**src/rtl/fp_ctrl_pkg.sv**
```systemverilog
// ==========================================================================
// fp_ctrl_pkg: shared encodings for the FMA sequencer (ops, rounding modes,
// fflags positions, canonical NaNs, controller states).    Rev 1.0
// ==========================================================================
`default_nettype none

package fp_ctrl_pkg;

  typedef enum logic [1:0] {
    OP_FMADD  = 2'b00,
    OP_FMSUB  = 2'b01,
    OP_FNMSUB = 2'b10,
    OP_FNMADD = 2'b11
  } fma_op_e;

  localparam logic [2:0] RM_RNE = 3'b000;
  localparam logic [2:0] RM_RTZ = 3'b001;
  localparam logic [2:0] RM_RDN = 3'b010;
  localparam logic [2:0] RM_RUP = 3'b011;
  localparam logic [2:0] RM_RMM = 3'b100;
  localparam logic [2:0] RM_DYN = 3'b111;

  localparam int FLAG_NV = 4;
  localparam int FLAG_DZ = 3;
  localparam int FLAG_OF = 2;
  localparam int FLAG_UF = 1;
  localparam int FLAG_NX = 0;

  localparam logic [31:0] QNAN32 = 32'h7FC0_0000;
  localparam logic [63:0] QNAN64 = 64'h7FF8_0000_0000_0000;

  typedef enum logic [2:0] {
    ST_IDLE   = 3'd0,
    ST_LAUNCH = 3'd1,
    ST_WAIT   = 3'd2,
    ST_RESP   = 3'd3,
    ST_DRAIN  = 3'd4
  } ctrl_state_e;

  // Only the five static modes may reach the unit; 101/110/111 are reserved.
  function automatic logic rm_legal(input logic [2:0] rm);
    return (rm <= RM_RMM);
  endfunction

endpackage

`default_nettype wire

```
**src/rtl/fp_rr_arb2.sv**
```systemverilog
// ==========================================================================
// fp_rr_arb2: two-requester round-robin arbiter; pointer moves to the
// non-granted port on every accept.                         Rev 1.0
// ==========================================================================
`default_nettype none

module fp_rr_arb2 (
  input  logic       clk,
  input  logic       reset_n,
  input  logic [1:0] req_i,
  input  logic       en_i,
  output logic [1:0] gnt_o,
  output logic       gnt_idx_o,
  output logic       accept_o
);

  logic ptr_q, ptr_d;

  always_comb begin
    gnt_idx_o = ptr_q;
    if (!req_i[ptr_q]) gnt_idx_o = ~ptr_q;
    accept_o = en_i & (|req_i);
    gnt_o    = 2'b00;
    if (en_i) gnt_o[gnt_idx_o] = req_i[gnt_idx_o];
    ptr_d = accept_o ? ~gnt_idx_o : ptr_q;
  end

  always_ff @(posedge clk or negedge reset_n) begin
    if (!reset_n) ptr_q <= 1'b0;
    else          ptr_q <= ptr_d;
  end

endmodule

`default_nettype wire

```
**src/rtl/fp_fma_ctrl.sv**
```systemverilog
// ==========================================================================
// fp_fma_ctrl: two-port sequencer for the multi-cycle FMA unit with flush,
// timeout and tagged valid/ready response.                  Rev 1.0
// ==========================================================================
`default_nettype none

module fp_fma_ctrl
  import fp_ctrl_pkg::*;
#(
  parameter int FLEN    = 32,
  parameter int TAG_W   = 5,
  parameter int TIMEOUT = 15
) (
  input  logic             clk,
  input  logic             reset_n,
  input  logic             req0_valid,
  output logic             req0_ready,
  input  logic [1:0]       req0_op,
  input  logic [2:0]       req0_rm,
  input  logic [FLEN-1:0]  req0_a,
  input  logic [FLEN-1:0]  req0_b,
  input  logic [FLEN-1:0]  req0_c,
  input  logic [TAG_W-1:0] req0_tag,
  input  logic             req1_valid,
  output logic             req1_ready,
  input  logic [1:0]       req1_op,
  input  logic [2:0]       req1_rm,
  input  logic [FLEN-1:0]  req1_a,
  input  logic [FLEN-1:0]  req1_b,
  input  logic [FLEN-1:0]  req1_c,
  input  logic [TAG_W-1:0] req1_tag,
  input  logic [2:0]       frm,
  input  logic             flush,
  output logic             fma_start,
  output logic [1:0]       fma_op,
  output logic [2:0]       fma_rm,
  output logic [FLEN-1:0]  fma_a,
  output logic [FLEN-1:0]  fma_b,
  output logic [FLEN-1:0]  fma_c,
  input  logic             fma_done,
  input  logic [FLEN-1:0]  fma_result,
  input  logic             fma_nv,
  input  logic             fma_of,
  input  logic             fma_uf,
  input  logic             fma_nx,
  output logic             rsp_valid,
  input  logic             rsp_ready,
  output logic             rsp_src,
  output logic [TAG_W-1:0] rsp_tag,
  output logic [FLEN-1:0]  rsp_result,
  output logic [4:0]       rsp_flags,
  output logic             rsp_illegal,
  output logic             rsp_timeout
);

  localparam int CNT_W = $clog2(TIMEOUT + 1);
  localparam logic [FLEN-1:0] C_QNAN = (FLEN == 64) ? FLEN'(QNAN64) : FLEN'(QNAN32);

  ctrl_state_e      state_q, state_d;
  logic [CNT_W-1:0] cnt_q, cnt_d;
  logic [1:0]       gnt;
  logic             sel, accept, arb_en, to_hit;
  logic             ld, cap_done, cap_to;
  logic [2:0]       w_rm, eff_rm;
  logic [4:0]       w_done_flags;

  logic [1:0]       op_q;
  logic [2:0]       rm_q;
  logic [FLEN-1:0]  a_q, b_q, c_q, res_q;
  logic [TAG_W-1:0] tag_q;
  logic             src_q, ill_q, tmo_q;
  logic [4:0]       flg_q;

  assign arb_en = (state_q == ST_IDLE) && !flush;

  fp_rr_arb2 u_arb (
    .clk       (clk),
    .reset_n   (reset_n),
    .req_i     ({req1_valid, req0_valid}),
    .en_i      (arb_en),
    .gnt_o     (gnt),
    .gnt_idx_o (sel),
    .accept_o  (accept)
  );

  assign req0_ready = gnt[0];
  assign req1_ready = gnt[1];

  assign w_rm   = sel ? req1_rm : req0_rm;
  assign eff_rm = (w_rm == RM_DYN) ? frm : w_rm;
  // Counter holds cycles elapsed since the start pulse; abort lands the
  // response exactly TIMEOUT cycles after start.
  assign to_hit = (cnt_q == CNT_W'(TIMEOUT - 1));

  always_comb begin
    w_done_flags          = 5'b00000;
    w_done_flags[FLAG_NV] = fma_nv;
    w_done_flags[FLAG_OF] = fma_of;
    w_done_flags[FLAG_UF] = fma_uf;
    w_done_flags[FLAG_NX] = fma_nx;
  end

  always_comb begin
    state_d   = state_q;
    cnt_d     = cnt_q;
    fma_start = 1'b0;
    rsp_valid = 1'b0;
    ld        = 1'b0;
    cap_done  = 1'b0;
    cap_to    = 1'b0;
    case (state_q)
      ST_IDLE: begin
        if (accept) begin
          ld      = 1'b1;
          state_d = rm_legal(eff_rm) ? ST_LAUNCH : ST_RESP;
        end
      end
      ST_LAUNCH: begin
        fma_start = 1'b1;
        cnt_d     = CNT_W'(1);
        state_d   = flush ? ST_DRAIN : ST_WAIT;
      end
      ST_WAIT: begin
        cnt_d = cnt_q + CNT_W'(1);
        // If the unit already finished this cycle there is nothing left to drain.
        if (flush)         state_d = (fma_done || to_hit) ? ST_IDLE : ST_DRAIN;
        else if (fma_done) begin cap_done = 1'b1; state_d = ST_RESP; end
        else if (to_hit)   begin cap_to   = 1'b1; state_d = ST_RESP; end
      end
      ST_RESP: begin
        rsp_valid = 1'b1;
        if (flush || rsp_ready) state_d = ST_IDLE;
      end
      ST_DRAIN: begin
        cnt_d = cnt_q + CNT_W'(1);
        if (fma_done || to_hit) state_d = ST_IDLE;
      end
      default: state_d = ST_IDLE;
    endcase
  end

  always_ff @(posedge clk or negedge reset_n) begin
    if (!reset_n) begin
      state_q <= ST_IDLE;
      cnt_q   <= '0;
      op_q    <= '0;
      rm_q    <= '0;
      a_q     <= '0;
      b_q     <= '0;
      c_q     <= '0;
      tag_q   <= '0;
      src_q   <= 1'b0;
      res_q   <= '0;
      flg_q   <= '0;
      ill_q   <= 1'b0;
      tmo_q   <= 1'b0;
    end else begin
      state_q <= state_d;
      cnt_q   <= cnt_d;
      if (ld) begin
        op_q  <= sel ? req1_op  : req0_op;
        rm_q  <= eff_rm;
        a_q   <= sel ? req1_a   : req0_a;
        b_q   <= sel ? req1_b   : req0_b;
        c_q   <= sel ? req1_c   : req0_c;
        tag_q <= sel ? req1_tag : req0_tag;
        src_q <= sel;
        res_q <= '0;
        flg_q <= '0;
        ill_q <= !rm_legal(eff_rm);
        tmo_q <= 1'b0;
      end
      if (cap_done) begin
        res_q <= fma_result;
        flg_q <= w_done_flags;
      end
      if (cap_to) begin
        res_q          <= C_QNAN;
        flg_q          <= 5'b00000;
        flg_q[FLAG_NV] <= 1'b1;
        tmo_q          <= 1'b1;
      end
    end
  end

  assign fma_op      = op_q;
  assign fma_rm      = rm_q;
  assign fma_a       = a_q;
  assign fma_b       = b_q;
  assign fma_c       = c_q;
  assign rsp_src     = src_q;
  assign rsp_tag     = tag_q;
  assign rsp_result  = res_q;
  assign rsp_flags   = flg_q;
  assign rsp_illegal = ill_q;
  assign rsp_timeout = tmo_q;

endmodule

`default_nettype wire

```
**config.mk**
```make
export PLATFORM = sky130hd
export DESIGN_NAME = fp_fma_ctrl
export DESIGN_NICKNAME = d
export VERILOG_FILES = /design/src/rtl/fp_ctrl_pkg.sv /design/src/rtl/fp_rr_arb2.sv /design/src/rtl/fp_fma_ctrl.sv
export SDC_FILE = /design/constraint.sdc
export NUM_CORES = 1
export LEC_CHECK = 0
export CAP_MARGIN = 20
export CORE_AREA = 2 2 160 162
export DETAILED_ROUTE_END_ITERATION = 6
export DIE_AREA = 0 0 162 164
export PLACE_DENSITY = 0.69
export SYNTH_ARGS = -nofsm -noshare
export SYNTH_HDL_FRONTEND = slang
export SYNTH_SLANG_ARGS = --single-unit
```
**constraint.sdc**
```tcl
create_clock -name clk -period 2.76 [get_ports clk]
set_clock_uncertainty 0.2 [all_clocks]
set_input_delay 0.276 -clock clk [delete_from_list [all_inputs] [get_ports clk]]
set_output_delay 0.276 -clock clk [all_outputs]
set_load 0.03 [all_outputs]
```
==> metrics.log <==
[metrics] outcome: completed
[metrics] TritonRoute pass-1 iters: 4
[metrics] Combinational Power Share: 52.2%
[metrics] count leader, synth: sky130_fd_sc_hd__dfrtp_1
[metrics] cell types with the highest counts after synthesis: sky130_fd_sc_hd__dfrtp_1, sky130_fd_sc_hd__nand2_1, sky130_fd_sc_hd__o21ai_1, sky130_fd_sc_hd__mux2i_1, sky130_fd_sc_hd__a22o_1
[metrics] share of flip-flops with an asynchronous set or reset: 100.0%
[metrics] Flop pwr share: 29.0%
[metrics] Post-Synthesis Cells: 642
[metrics] PostCTS Resize Cnt: 0
[metrics] count of pins on the block boundary: just over 400
[metrics] maximum number of pins on one net before global-route repair: 86
[metrics] effective utilization at floorplan: roughly 28%
[metrics] number of antenna violations at the first check in global routing: 2
[metrics] final total negative setup slack: 0 ps
[metrics] required time at the endpoint of the critical path: about 2300 ps
[metrics] standard-cell rows: between 50 and 60
[metrics] max-cap check violation count: 0
[metrics] Slew @ Worst Pin: roughly 840 ps
[metrics] sequential fraction of the synthesis area: 55.60%
[metrics] IR drop worst, VDD: 0.0005023 V
[metrics] Port Buffers: between 400 and 500
[metrics] total number of yosys warnings: 0
[metrics] routed vias: 6233
[metrics] #FFs+latches synth: around 150
[metrics] global routing usage summed across all routing layers: 17.10%
[metrics] number of setup violations in the final report: 0
[metrics] total area of multi-input combinational cells: 2854 sq um
[metrics] Detailed Route Iter0 Violations: approximately 240
[metrics] die outline width: approximately 160 um
[metrics] combined area of all synthesized cells: 6887 sq um
[metrics] clock transition time at the flip-flop clock pins of the worst setup and hold paths: 80 ps
[metrics] Post-DRT Antenna Nets: 0
[metrics] TritonCTS buffer count: 17
[metrics] number of hold violations in the final report: 0
[metrics] cell internal pwr: 7.677 mW
[metrics] Primary FF master, synth: sky130_fd_sc_hd__dfrtp_1
[metrics] largest area contributor in the synthesized netlist: sky130_fd_sc_hd__dfrtp_1
[metrics] start-to-end type of the worst setup path: register to output pin
[metrics] Highest Clock Rate: 395.2 MHz
[metrics] number of flops mapped to enable cells by yosys: 0
[metrics] post-route minimum period: 2530 ps
[metrics] Clock Latency Late Sink: 420 ps
[metrics] Core Util, Final: 48.44%
[metrics] cell leakage power: 5.310 nW
[metrics] count of nets after finishing: 1298
[metrics] library cell used as clock root buffer: sky130_fd_sc_hd__clkbuf_16
[metrics] max-slew violation count: 0
[metrics] category of the worst setup path launch point: register
[metrics] Total Die Area: 26570 sq um
[metrics] footprint of the flip-flops and latches: 3829 sq um
[metrics] core footprint: 24820 sq um
[metrics] Worst Hold Class: input pin to asynchronous set/reset pin
[metrics] first-pass GRT wire length: 35.11 mm
[metrics] buffers inserted by post-CTS timing repair: 0
[metrics] leading cell types by total area after synthesis: sky130_fd_sc_hd__dfrtp_1, sky130_fd_sc_hd__mux2i_1, sky130_fd_sc_hd__o21ai_1
[metrics] crit path cell chain: nor4_1, buf_4, o21ai_4, a21oi_1, buf_4
[metrics] largest fanout of any net on the critical path: 14
[metrics] P_sw: 5.602 mW
[metrics] via count of the first global-routing pass: around 6400
[metrics] Rel. slew slack: 44.13%
[metrics] Die Y-Extent: between 150 and 200 um
[metrics] share of Yosys cell area claimed by the top area cell type: 55.60%
[metrics] fraction of power consumed by the clock network: 18.8%
[metrics] CTS hold repair buffers: 1
[metrics] via density per instance: 4.510
[metrics] number of nets produced by synthesis: 902
[metrics] arrival time worst endpoint: 2050 ps
[metrics] post-route clock period utilization: between 90% and 100%
[metrics] type of element capturing the critical path: output pin
[metrics] RSZ-0062 raised after global routing: no
[metrics] Area growth syn-to-layout: 74.56%
[metrics] power density over the cells: 1105 nW/um^2
[metrics] mean area per synthesized cell: about 11 sq um
[metrics] buffer depth of the longest clock path: 2
[metrics] cell repeated most along the worst path: sky130_fd_sc_hd__buf_4
[metrics] library cells used by synthesis: 43
[metrics] Remaining DRCs: 0
[metrics] critical-path cell with the highest stage delay: sky130_fd_sc_hd__dfrtp_1
[metrics] # clock sinks: 153
[metrics] share of final-layout standard cells stronger than drive strength 1: 5.614%
[metrics] CP peak stage delay: 520 ps
[metrics] CTS H-tree depth: 4
[metrics] routed length per placed instance: 16.57 um
[metrics] fill cell instance count of the final layout: 2328
[metrics] WL final: between 20 and 25 mm
[metrics] overflow left after global routing: 0
[metrics] Final GP Congestion: 0.7742
[metrics] switching share of power: between 40% and 50%
[metrics] post-detail-place hpwl: 17.59 mm
[metrics] clock tree from TritonCTS: done
## power groups by stage
stage	clock network, mW	registers (mW)	logic (mW)
after global placement	0	3.85	6.95
after detailed placement	0	3.89	7.01
final	2.50	3.85	6.93
after CTS	2.58	3.86	7.03
after global routing	2.69	3.99	7.43
after floorplan	0	5.72	2.08
## final cells by class
| type | instances | share of cell area, % |
|---|---|---|
| inverter | 3 | 0.09367 |
| sequential | 153 | 31.85 |
| clock inverter | 15 | 1.697 |
| clock buffer | 17 | 3.539 |
| antenna | 1 | 0.02082 |
| multi-input combinational | 441 | 23.74 |
| timing repair buffer | 422 | 35.63 |
| tap | 330 | 3.435 |
## layout by cell type (no fill, tap or decap), types with 2 or more instances in the layout
cell type and instances:
sky130_fd_sc_hd__clkinvlp_4 2, sky130_fd_sc_hd__o21ai_0 7, sky130_fd_sc_hd__buf_4 9, sky130_fd_sc_hd__ha_1 2, sky130_fd_sc_hd__clkbuf_16 17, sky130_fd_sc_hd__clkdlybuf4s50_1 403, sky130_fd_sc_hd__inv_6 2, sky130_fd_sc_hd__nand3_1 3
sky130_fd_sc_hd__bufinv_16 2, sky130_fd_sc_hd__and3b_1 2, sky130_fd_sc_hd__o211ai_1 2, sky130_fd_sc_hd__nand2b_1 4, sky130_fd_sc_hd__a21bo_1 10, sky130_fd_sc_hd__dfrtp_1 153, sky130_fd_sc_hd__inv_8 7, sky130_fd_sc_hd__a22o_1 26
sky130_fd_sc_hd__o21ai_1 114, sky130_fd_sc_hd__nor2_2 4, sky130_fd_sc_hd__nand4_1 2, sky130_fd_sc_hd__buf_12 8, sky130_fd_sc_hd__inv_1 2, sky130_fd_sc_hd__a31oi_1 2, sky130_fd_sc_hd__a21oi_1 5, sky130_fd_sc_hd__nor2_1 8
sky130_fd_sc_hd__nand2_1 117, sky130_fd_sc_hd__o31ai_1 4, sky130_fd_sc_hd__clkinv_8 2, sky130_fd_sc_hd__nor2b_1 4, sky130_fd_sc_hd__mux2i_1 105
## per-stage QoR
stage	power, mW	worst slack, ps	cell area (sq um)	hold slack [ps]	cells
2_1_floorplan	7.802	313.1	6887	-219.6	642
3_3_place_gp	10.80	350.7	11380	94.11	1348
3_5_place_dp	10.89	316.0	11380	96.97	1348
4_1_cts	13.46	191.8	12020	201.3	1381
5_1_grt	14.11	85.17	12020	220.4	1381
6_report	13.28	230.0	12020	201.3	1382
## state kept, by name, indices dropped and copies added (netlist names), 2 cells and up
signal	flops
cnt_q	4
fma_a	32
fma_b	32
fma_c	32
fma_op	2
fma_rm	3
rsp_flags	4
rsp_result	32
rsp_tag	5
state_q	3
## cell families after synthesis
logic type               Yosys count  synth area share [%]
adder cells (fa/ha/maj)            2                0.3633
buffers and inverters             48                 3.234
flip-flops                       153                 55.60
other                              1               0.05445
AO/OA/AOI/OAI                    179                 15.77
multiplexers                     106                 15.43
AND/OR/NAND/NOR                  152                 9.429
XOR/XNOR                           1                0.1272
## per-layer routing
metal  up-vias  track usage, %  part of all wire (%)
met5         -               0                 0.057
met4         2           4.183                   1.3
met3        17           7.071                   9.6
met2       276           29.17                    49
met1      2883           20.07                    40
li1       3055               -                     -
## final timing paths
kind / startpoint / endpoint / slack, ps / cells after the start
max reg2reg: cnt_q[0]$_DFFE_PN0P_ / rsp_result[10]$_DFFE_PN0P_ / 380 / 7
max: state_q[0]$_DFFE_PN0P_ / req0_ready / 230 / 5
max in group asynchronous: reset_n / rsp_illegal$_DFFE_PN0P_ / 1410 / 3
min: reset_n / rsp_result[0]$_DFFE_PN0P_ / 200 / 2
min reg2reg: rsp_result[22]$_DFFE_PN0P_ / rsp_result[22]$_DFFE_PN0P_ / 280 / 1
min in group clk: fma_result[15] / rsp_result[15]$_DFFE_PN0P_ / 250 / 2
## worst max-delay path, delay by kind of cell (launching register included)
kind | cells | cell delay, ps
buffers and inverters | 2 | 380
AOI/OAI and AO/OA | 2 | 330
and+or+nand+nor | 1 | 400
DFF | 1 | 520
(Power assumes the default switching activity.)
